<file path="config.mk">
export PLATFORM = sky130hd
export DESIGN_NAME = seg_display_scanner
export DESIGN_NICKNAME = d
export VERILOG_FILES = /design/src/rtl/seg_pkg.sv /design/src/rtl/seg_tick_counter.sv /design/src/rtl/seg_display_scanner.sv
export SDC_FILE = /design/constraint.sdc
export NUM_CORES = 1
export LEC_CHECK = 0
export CAP_MARGIN = 30
export CORE_AREA = 2 2 74 76
export CTS_BUF_LIST = sky130_fd_sc_hd__clkbuf_16
export DETAILED_ROUTE_END_ITERATION = 8
export DIE_AREA = 0 0 76 78
export PLACE_DENSITY = 0.75
export SLEW_MARGIN = 0
export SYNTH_ARGS = -nofsm -noshare
export SYNTH_HDL_FRONTEND = slang
export SYNTH_SLANG_ARGS = --single-unit
</file>
<file path="constraint.sdc">
create_clock -name clk -period 7 [get_ports clk]
set_clock_uncertainty 0.05 [all_clocks]
set_input_delay 1.75 -clock clk [delete_from_list [all_inputs] [get_ports clk]]
set_output_delay 1.75 -clock clk [all_outputs]
set_load 0.01 [all_outputs]
</file>
<file path="src/rtl/seg_pkg.sv">
// Shared types and constants for the 7-segment display scanner.
package seg_pkg;

    localparam int NIBBLE_W = 4;
    localparam logic ANODE_OFF = 1'b0;

    typedef enum logic [1:0] {
        IDLE  = 2'd0,
        BLANK = 2'd1,
        DWELL = 2'd2
    } scan_state_e;

    function automatic int cnt_width(input int a, input int b);
        int m;
        m = (a > b) ? a : b;
        return (m > 1) ? $clog2(m) : 1;
    endfunction

endpackage

</file>
<file path="src/rtl/seg_tick_counter.sv">
// Dwell/blank tick counter: clears on demand, saturates at the terminal value.
module seg_tick_counter #(
    parameter int W = 4
) (
    input  logic         clk,
    input  logic         rst_n,
    input  logic         clear,
    input  logic [W-1:0] last,
    output logic [W-1:0] count,
    output logic         tc
);

    assign tc = (count == last);

    always_ff @(posedge clk or negedge rst_n) begin
        if (!rst_n) begin
            count <= '0;
        end else if (clear) begin
            count <= '0;
        end else if (!tc) begin
            count <= count + W'(1);
        end
    end

endmodule

</file>
<file path="src/rtl/seg_display_scanner.sv">
// Scans NUM_DIGITS hex digits onto one shared external decoder with blanking dead time.
// Define SEGSCAN_LZB_EN to enable leading-zero blanking.
module seg_display_scanner
    import seg_pkg::*;
#(
    parameter int NUM_DIGITS   = 4,
    parameter int DWELL_CYCLES = 1000,
    parameter int BLANK_CYCLES = 16
) (
    input  logic                             clk,
    input  logic                             rst_n,
    input  logic                             en,
    input  logic                             load_valid,
    output logic                             load_ready,
    input  logic [NIBBLE_W*NUM_DIGITS-1:0]   load_value,
    output logic [NIBBLE_W-1:0]              digit_data,
    output logic [NUM_DIGITS-1:0]            digit_an,
    output logic                             frame_done,
    output logic [1:0]                       dbg_state
);

    localparam int CNT_W = cnt_width(DWELL_CYCLES, BLANK_CYCLES);
    localparam int IDX_W = (NUM_DIGITS > 1) ? $clog2(NUM_DIGITS) : 1;
    localparam int VAL_W = NIBBLE_W * NUM_DIGITS;

    scan_state_e      state;
    logic [IDX_W-1:0] idx;
    logic [IDX_W-1:0] nxt_idx;
    logic [VAL_W-1:0] active;
    logic [VAL_W-1:0] pending;
    logic [VAL_W-1:0] active_next;
    logic             pend_valid;
    logic             last_digit;
    logic             commit;
    logic             digit_lit;
    logic             cnt_clear;
    logic [CNT_W-1:0] cnt_last;
    logic [CNT_W-1:0] cnt;
    logic             tc;

    // Handshake: a load is taken on any edge where load_valid && load_ready; load_ready
    // is simply "pending buffer empty", so a source offering while not ready just holds.
    assign load_ready = !pend_valid;
    assign dbg_state  = state;

    always_comb begin
        cnt_last    = (state == DWELL) ? CNT_W'(DWELL_CYCLES - 1) : CNT_W'(BLANK_CYCLES - 1);
        last_digit  = (idx == IDX_W'(NUM_DIGITS - 1));
        nxt_idx     = last_digit ? '0 : idx + IDX_W'(1);
        commit      = pend_valid && ((state == IDLE) ||
                                     (en && state == DWELL && last_digit && tc));
        active_next = commit ? pending : active;
        cnt_clear   = (state == IDLE) || !en || tc;
    end

    always_comb begin
        digit_lit = 1'b1;
`ifdef SEGSCAN_LZB_EN
        digit_lit = (idx == '0);
        for (int k = 0; k < NUM_DIGITS; k++) begin
            if (k >= int'(idx) && active[k*NIBBLE_W +: NIBBLE_W] != '0) digit_lit = 1'b1;
        end
`endif
    end

    seg_tick_counter #(.W(CNT_W)) u_tick (
        .clk   (clk),
        .rst_n (rst_n),
        .clear (cnt_clear),
        .last  (cnt_last),
        .count (cnt),
        .tc    (tc)
    );

    always_ff @(posedge clk or negedge rst_n) begin
        if (!rst_n) begin
            state      <= IDLE;
            idx        <= '0;
            active     <= '0;
            pending    <= '0;
            pend_valid <= 1'b0;
            digit_data <= '0;
            digit_an   <= {NUM_DIGITS{ANODE_OFF}};
            frame_done <= 1'b0;
        end else begin
            frame_done <= 1'b0;
            if (load_valid && !pend_valid) begin
                pending    <= load_value;
                pend_valid <= 1'b1;
            end
            if (commit) begin
                active     <= pending;
                pend_valid <= 1'b0;
            end
            if (!en) begin
                state    <= IDLE;
                idx      <= '0;
                digit_an <= {NUM_DIGITS{ANODE_OFF}};
            end else begin
                case (state)
                    IDLE: begin
                        state      <= BLANK;
                        idx        <= '0;
                        digit_data <= active_next[NIBBLE_W-1:0];
                    end
                    BLANK: begin
                        if (tc) begin
                            state    <= DWELL;
                            digit_an <= digit_lit ? (NUM_DIGITS'(1) << idx)
                                                  : {NUM_DIGITS{ANODE_OFF}};
                        end
                    end
                    DWELL: begin
                        if (tc) begin
                            // New frame data is presented during the blank that follows the commit.
                            state      <= BLANK;
                            digit_an   <= {NUM_DIGITS{ANODE_OFF}};
                            idx        <= nxt_idx;
                            frame_done <= last_digit;
                            digit_data <= active_next[nxt_idx*NIBBLE_W +: NIBBLE_W];
                        end
                    end
                    default: state <= IDLE;
                endcase
            end
        end
    end

endmodule

</file>
==> results of run 1 <==
## where the power goes
part | switching (mW) | internal (mW) | leakage [nW]
logic | 0.0506 | 0.0850 | 0.587
registers | 0.0428 | 0.386 | 0.676
clock network | 0.116 | 0.133 | 0.0660
total | 0.210 | 0.604 | 1.33
## registers in the layout, indices dropped and copies added (netlist names)
signal / count
active: 16
dbg_state: 2
digit_an: 4
digit_data: 4
frame_done: 1
idx: 2
pend_valid: 1
pending: 16
u_tick.count: 10
## final timing paths
kind / to
setup / recovery: digit_data[1]
hold / removal: u_tick.count[0]
setup reg to reg: digit_data[1]
hold reg to reg: u_tick.count[0]
max in group asynchronous: u_tick.count[3]
min in group asynchronous: u_tick.count[5]
## per-layer routing
metal	track usage (%)	vias up	part of all wire, %
met5	0	-	0
met4	4.909	0	0.47
met3	3.256	3	3.1
met2	34.46	43	51
met1	27.19	1026	45
li1	-	989	-
## worst reg2reg max path: cells and delay by family, from the launching register on
| kind | cells | cell delay, ns |
|---|---|---|
| and+or+nand+nor | 3 | 0.97 |
| AOI/OAI and AO/OA | 2 | 0.86 |
| DFF | 1 | 0.60 |
| muxes | 1 | 0.36 |
## cell families after synthesis
kind of cell | Yosys count
and+or+nand+nor | 91
DFF | 56
AOI/OAI and AO/OA | 48
muxes | 32
buffers and inverters | 22
xor gates and xnor gates | 8
adders and majority gates | 5
## per-stage QoR
step / utilization, % / cell area, um2
CTS: 64.81 / 3268
global route: 64.81 / 3268
finish: 64.81 / 3268
global placement: 61.86 / 3119
detailed placement: 61.86 / 3119
floorplan: - / 2798
## synthesized netlist by cell type (all sizes together) (2+ instances only)
cell | instances | share of area, %
dfrtp | 56 | 50
mux2 | 28 | 12
nor2 | 20 | 2.7
nand2 | 18 | 2.4
nand3 | 17 | 3.0
a21oi | 10 | 1.8
o21ai | 10 | 1.8
clkbuf | 9 | 1.2
inv | 8 | 1.1
nor3 | 8 | 1.4
o22ai | 8 | 1.8
nand4 | 6 | 1.6
o211ai | 6 | 1.6
and2 | 5 | 1.1
buf | 5 | 1.9
ha | 5 | 2.2
nor2b | 5 | 1.1
mux2i | 4 | 1.4
o211a | 4 | 1.4
xnor2 | 4 | 1.3
xor2 | 4 | 1.3
a22oi | 3 | 0.80
nor4 | 3 | 0.67
a211oi | 2 | 0.54
nand2b | 2 | 0.45
o21a | 2 | 0.54
o22a | 2 | 0.63
## final cells by class
type / instances / area [um2] / share of cell area (%)
Tap cell: 70 / 87.58 / 2.680
Multi-Input combinational cell: 184 / 1280 / 39.17
Inverter: 8 / 30.03 / 0.9188
Clock buffer: 5 / 125.1 / 3.828
Timing Repair Buffer: 33 / 320.3 / 9.801
Clock inverter: 3 / 23.77 / 0.7274
Sequential cell: 56 / 1401 / 42.88
==> impl_results.md, run 1 <==
* Status: finished clean
* Hold path depth at 1
* Syn_area_per_cell at 10.68 um2
* Place WS at 2.841 ns
* Peak supply drop at 191.3 uV
* TritonCTS clock tree: yes
* Slew margin rel. at 40.17%
* Total power at 813.7 uW
* F_max at 257.8 MHz
* Final WL at 5580 um
* Fraction of the cycle the final worst path needs at 55.42%
* Clock root buffer master: clkbuf_16
* Clock buffer depth at 2
* Reg2reg start: dbg_state[0]
* Cell area after synthesis at 2798 um2
* Die area at 5928 um2
* Xor and xnor fraction of the mapped netlist area at 2.504%
* Sink Count at 56
* Buffers added on ports at 31
* Initial antenna violation count at 0
* Die Wd at 76 um
* Final HPWL DP at 3867 um
* CP Data Required Time at 7.13 ns
* Synth async-reset ratio at 100.0%
* Crit path depth at 7
* First-pass GRT wire length at 9660 um
* Largest net degree at the start of global routing at 57
* Final ANT Viol Nets at 0
* Starting Density at 55.48%
* Clk slew on worst S/H paths at 0.07 ns
* CP dominant cell by count: nand3_1
* Crit-path cells: clkdlybuf4s50_1 -> nor2b_1 -> nand3_1 -> a211oi_1 -> nand3_1 -> mux2i_1 -> nor3_1
* Via count of the routed design at 2,061
* Post-CTS Hold Buffers at 0
* Worst R2R Path Depth at 6
* Non-filler instance count after layout at 359
* Lkg Pwr at 1.330 nW
* Largest family of logic cells by synthesized area: simple AND/OR/NAND/NOR gates
* CP Buf/Inv Count at 1
* HP Start: u_tick.count[0]
* Simple-Gate Fraction of Synth Area at 16.46%
* Total gr overflow at 0
* Slowest CP cell: clkdlybuf4s50_1
* Wire per inst at 15.54 um
* Unrepaired setup endpoints after global routing: false
* Distinct cells, synth at 39
* Clk Latency, worst-skew pair at 0.29 ns
* CP delay by family, top: buffers and inverters
* MaxCap Viol Count at 0
* Drt pass-1 iters at 4
* Reg2Reg Setup Slack at 4.04 ns
* Die Ht at 78 um
* Seq/Total Area, Yosys at 50.09%
* Syn Inst Count at 262
* Adder-Cell Fraction of Synth Area at 2.236%
* Area delta synth->final at 16.82%
* CTS buffer count at 5
* Mux contribution to synthesized area at 13.37%
* Minimum clock period at 3.879 ns
* WS Path Type: input pin to flop
* Synth Area in Compound Gates at 11.18%
* Vias in the first global route at 2,001
* WP data arrival at 4.01 ns
* Sum Neg Setup Slack at 0 ns
* Placer Congestion at 0.7780
* GRT Overall Usage at 20.17%
* Final Hold Fails at 0
* PD cells at 249.0 nW/um2
* ANT cells at 0
* Worst-Margin Slew at 0.8921 ns
* Final setup violation count at 0
* Most common cell after layout, fill and taps aside: dfrtp_1
* Critical Path Sink Type: flop
* Max incr delay on CP at 0.72 ns
* H-Tree Depth at 2
* Synth Flop Type: dfrtp_1
* Tightest Hold Check Type: flop to flop
* IO Pins at 32
* # resized after CTS at 0
* Max-slew violation count at 0
* Post-layout nets at 313
* Layout cells sized above 1 at 14.19%
* Crit Path Max Fanout at 13
* Seq cells post-synth at 56
* Most frequent cells in the layout: dfrtp_1, clkdlybuf4s50_1, mux2_2, nor2_1, nand2_1
* Residual DRC count at 0
* # rows at 26
* Worst hold slack at 0.4433 ns
* Core Area at 5042 um2
* Filler cells at 412
* Ys Warns at 0
* Via-to-Cell Ratio at 5.741
* # Post-CTS Setup Buffers at 0
* Setup crit start: en
* Starting DRC count in detailed routing at 127
* Startpoint class of the critical path: input pin
* Syn_nets at 287
* Final WS setup at 3.121 ns
* Cells after DPL at 351
* Post-synth EDFFs at 0
Note: power is estimated with default switching activity, not from simulation.
==> run 2, diff against run 1 <==
clock period = 3.8 ns   (was 7 ns; I/O delays follow)
==> run 2 against run 1 <==
- final cell count up 0.28%
- global-route usage down 0.14 points
- clock-buffer cell count unchanged
- setup slack worse by 2.3 ns
- first-iteration DRC count up 32%
- via count down 2.1%
- combinational power up 82%
- critical endpoint is now active[15]
==> impl_results.md, run 2 (same netlist as run 1, synthesis figures left out) <==
* Status: finished clean (unchanged)
* Area delta synth->final at 16.95% (was 16.82%)
* Starting DRC count in detailed routing at 168 (was 127)
* PD cells at 449.8 nW/um2 (was 249.0 nW/um2)
* Sum Neg Setup Slack at 0 ns (unchanged)
* Placer Congestion at 0.8327 (was 0.7780)
* Largest regs: active (16), pending (16), u_tick.count (10) (unchanged)
* Most common cell after layout, fill and taps aside: dfrtp_1 (unchanged)
* # resized after CTS at 0 (unchanged)
* Worst R2R Path Depth at 5 (was 6)
* IO Pins at 32 (unchanged)
* Residual DRC count at 0 (unchanged)
* CP Buf/Inv Count at 1 (unchanged)
* Slew margin rel. at 40.88% (was 40.17%)
* Buffers added on ports at 31 (unchanged)
* WS Path Type: input pin to flop (unchanged)
* Die area at 5928 um2 (unchanged)
* Unrepaired setup endpoints after global routing: false (unchanged)
* Crit Path Max Fanout at 17 (was 13)
* GRT Overall Usage at 20.03% (was 20.17%)
* Clk slew on worst S/H paths at 0.07 ns (about the same)
* Post-layout nets at 315 (was 313)
* Setup crit start: en (unchanged)
* # rows at 26 (unchanged)
* Sink Count at 56 (unchanged)
* Reg2Reg Setup Slack at 0.90 ns (was 4.04 ns)
* Final ANT Viol Nets at 0 (unchanged)
* Die Ht at 78 um (unchanged)
* Via count of the routed design at 2,018 (was 2,061)
* Worst-Margin Slew at 0.8868 ns (was 0.8921 ns)
* Reg2reg start: dbg_state[0] (unchanged)
* Clock buffer depth at 2 (unchanged)
* TritonCTS clock tree: yes (unchanged)
* Drt pass-1 iters at 4 (unchanged)
* Crit-path cells: clkdlybuf4s50_1 -> nand4b_1 -> o21a_1 -> mux2_2 (was clkdlybuf4s50_1 -> nor2b_1 -> nand3_1 -> a211oi_1 -> nand3_1 -> mux2i_1 -> nor3_1)
* Clk Latency, worst-skew pair at 0.29 ns (about the same)
* Startpoint class of the critical path: input pin (unchanged)
* Minimum clock period at 2.964 ns
* WP data arrival at 3.09 ns (was 4.01 ns)
* Crit path depth at 4 (was 7)
* CP Data Required Time at 3.93 ns (was 7.13 ns)
* Vias in the first global route at 2,087 (was 2,001)
* CTS buffer count at 5 (unchanged)
* Setup crit end: active[15] (was digit_data[1])
* # Post-CTS Setup Buffers at 0 (unchanged)
* Core Area at 5042 um2 (unchanged)
* Most frequent cells in the layout: dfrtp_1, clkdlybuf4s50_1, mux2_2, nor2_1, nand2_1 (unchanged)
* CP delay by family, top: compound AO/OA/AOI/OAI gates (was buffers and inverters)
* Critical Path Sink Type: flop (unchanged)
* Largest net degree at the start of global routing at 31 (was 57)
* Final WL at 5383 um (was 5580 um)
* Tightest Hold Check Type: flop to flop (unchanged)
* Final HPWL DP at 3845 um (was 3867 um)
* Total gr overflow at 0 (unchanged)
* First-pass GRT wire length at 9591 um (was 9660 um)
* Max-slew violation count at 0 (unchanged)
* Starting Density at 55.48% (unchanged)
* Fin util at 64.89% (was 64.81%)
* ANT cells at 0 (unchanged)
* Wire per inst at 14.95 um (was 15.54 um)
* Post-CTS Hold Buffers at 0 (unchanged)
* H-Tree Depth at 2 (unchanged)
* Worst hold slack at 0.4351 ns (was 0.4433 ns)
* Peak supply drop at 362.1 uV (was 191.3 uV)
* Via-to-Cell Ratio at 5.606 (was 5.741)
* Slowest CP cell: o21a_1 (was clkdlybuf4s50_1)
* Die Wd at 76 um (unchanged)
* MaxCap Viol Count at 0 (unchanged)
* Layout cells sized above 1 at 14.14% (was 14.19%)
* Clock root buffer master: clkbuf_16 (unchanged)
* RR Endpoint: active[5] (was digit_data[1])
* F_max at 337.4 MHz
* Initial antenna violation count at 0 (unchanged)
* Final setup violation count at 0 (unchanged)
* Lkg Pwr at 1.341 nW (was 1.330 nW)
* Fraction of the cycle the final worst path needs at 77.99%
* Max incr delay on CP at 0.76 ns (was 0.72 ns)
* Final Hold Fails at 0 (unchanged)
==> run 2: area by class of cell <==
class                      count  area [um2]
fill                         388        1770
inverter                       8       30.03
tap                           70       87.58
clock buffer                   5       125.1
multi-input combinational    184        1280
clock inverter                 2       12.51
timing repair buffer          35       335.3
sequential                    56        1401
==> run 2: metal layers <==
layer	wire, um	global-route usage [%]
met1	2426	26.89
met2	2694	33.30
met3	182	3.837
met4	78	6.000
met5	0	0
==> run 2: how the worst min path moves through the flow <==
stage                     cells after the start              end            start
after floorplan                               1  u_tick.count[0]  u_tick.count[0]
after global placement                        1  u_tick.count[0]  u_tick.count[0]
after detailed placement                      1  u_tick.count[0]  u_tick.count[0]
after CTS                                     1  u_tick.count[0]  u_tick.count[0]
after global routing                          1  u_tick.count[0]  u_tick.count[0]
final                                         1  u_tick.count[0]  u_tick.count[0]
==> run 2: worst register-to-register path: cells and delay by family, from the launching register on <==
family | cells | cell delay (ns)
AND/OR/NAND/NOR | 2 | 0.88
AO/OA/AOI/OAI | 2 | 0.85
multiplexers | 1 | 0.44
flip-flops | 1 | 0.58
==> run 2: stage by stage <==
step	setup slack (ns)	cell area (um2)	cells	power, mW
finish	0.8364	3272	360	1.472
global route	0.7044	3272	360	1.551
CTS	0.8367	3272	360	1.483
detailed placement	0.5386	3134	353	1.047
global placement	0.5833	3134	353	1.032
floorplan	1.352	2798	262	0.9567
==> run 2: power breakdown <==
group          leakage (nW)  total (mW)  switching [mW]  internal (mW)
Combinational         0.597       0.248          0.0910          0.157
Clock                0.0673       0.439           0.199          0.240
Sequential            0.676       0.785          0.0745          0.711
Total                  1.34        1.47           0.365           1.11
==> edit (flow settings as in run 2) <==
The option `SEGSCAN_LZB_EN` is turned on by a define.
--- a/src/rtl/seg_display_scanner.sv
+++ b/src/rtl/seg_display_scanner.sv
@@ -1,4 +1,6 @@
 // Scans NUM_DIGITS hex digits onto one shared external decoder with blanking dead time.
 // Define SEGSCAN_LZB_EN to enable leading-zero blanking.
+`define SEGSCAN_LZB_EN
+
 module seg_display_scanner
     import seg_pkg::*;
Behaviour: no difference found for any inputs over 10 cycles, from zero or initial values and one cycle with rst_n low; that may be too few to reach the edited logic, so the function may still have changed.
==> edit against run 2 <==
  * Total power rose by 6.1%
  * Sequential cell count unchanged
  * Worst setup slack better by 280 ps
  * Clock power shrank 3%
  * Area after synthesis decreased by 2.4%
  * Worst hold slack worse by 8.7 ps
  * Combinational power up 22%
  * Global-route usage decreased by 0.38 points
  * Wire length is 3.3% lower
  * Design area down 1.1%
  * Synthesized cell count fell by 11%
  * Die area stayed put
  * Critical path type unchanged
  * Critical endpoint is now digit_data[2]
==> edit: results <==
group,metric,value,unit
worst_setup_path,critPathMaxFanout,13,
synth,synth_area_leaders,"dfrtp_1 51%, mux2_2 14%, nor2_1 2.5%, nand3_1 2.4%, ha_1 2.3%",
layout,fin_nets,291,
layout,seq_share,0.433,
global_routing,grtUsageMet3,0.0314,
min_path,worstHoldPathCells,2,
timing,whs,426,ps
synth,netlist_area,0.00273,mm^2
global_routing,met1_usage,0.253,
synth,synthTopCellsByCount,"56 x dfrtp_1, 34 x mux2_2, 18 x nor2_1",
worst_setup_path,cp_data_arrival_time,2810,ps
run_status,status,"complete, no violations",
timing,tightestPinTransition,823,ps
worst_setup_path,worstRegToRegCells,6,
worst_setup_path,r2r-start,"dbg_state[1]",
global_routing,use_met2,0.338,
route,num_vias,1867,
power_and_ir_drop,leakagePower,0.00137,uW
synth,synth-seq-area-share,0.513,
layout,fin_cells,336,
timing,finalCritPeriodShare,0.707,
layout,buf_share,0.106,
worst_setup_path,worst_r2r_endpoint,"digit_data[0]",
placement,place_inst,329,
layout,drive_gt1_frac,0.214,
layout,num-nonclk-inverters,7,
worst_setup_path,crit_end,"digit_data[2]",
placement,placed_cell_area,0.00310,mm^2
power_and_ir_drop,ir_drop,0.282,mV
power_and_ir_drop,clockPowerShare,0.274,
[edit: changes by cell type in the layout (fill, tap and decap cells not counted), sizes merged, moves of 3 or more]
cell / change
o31ai: +3
nand3b: +3
nand2: -4
o211ai: -6
and2: -3
nand4: -6
nand3: -4
o22ai: -4
o21ai: -5
o211a: -3
or2: +3
a21oi: -4
mux2: +9
nor3: -6
[edit: metal layers]
layer | wire, um | part of all wire
met5 | 0 | 0
met4 | 82 | 0.016
met3 | 151 | 0.029
met2 | 2630 | 0.51
met1 | 2340 | 0.45
[edit: cells by family (layout without fill, tap and decap cells)]
| family | after synthesis | after routing | synth area share |
|---|---|---|---|
| buffers and inverters | 16 | 50 | 0.0316 |
| adders and majority gates | 5 | 5 | 0.0229 |
| DFF | 56 | 56 | 0.513 |
| muxes | 42 | 42 | 0.175 |
| xor gates and xnor gates | 8 | 8 | 0.0257 |
| AOI/OAI and AO/OA | 33 | 33 | 0.0934 |
| and+or+nand+nor | 72 | 72 | 0.138 |
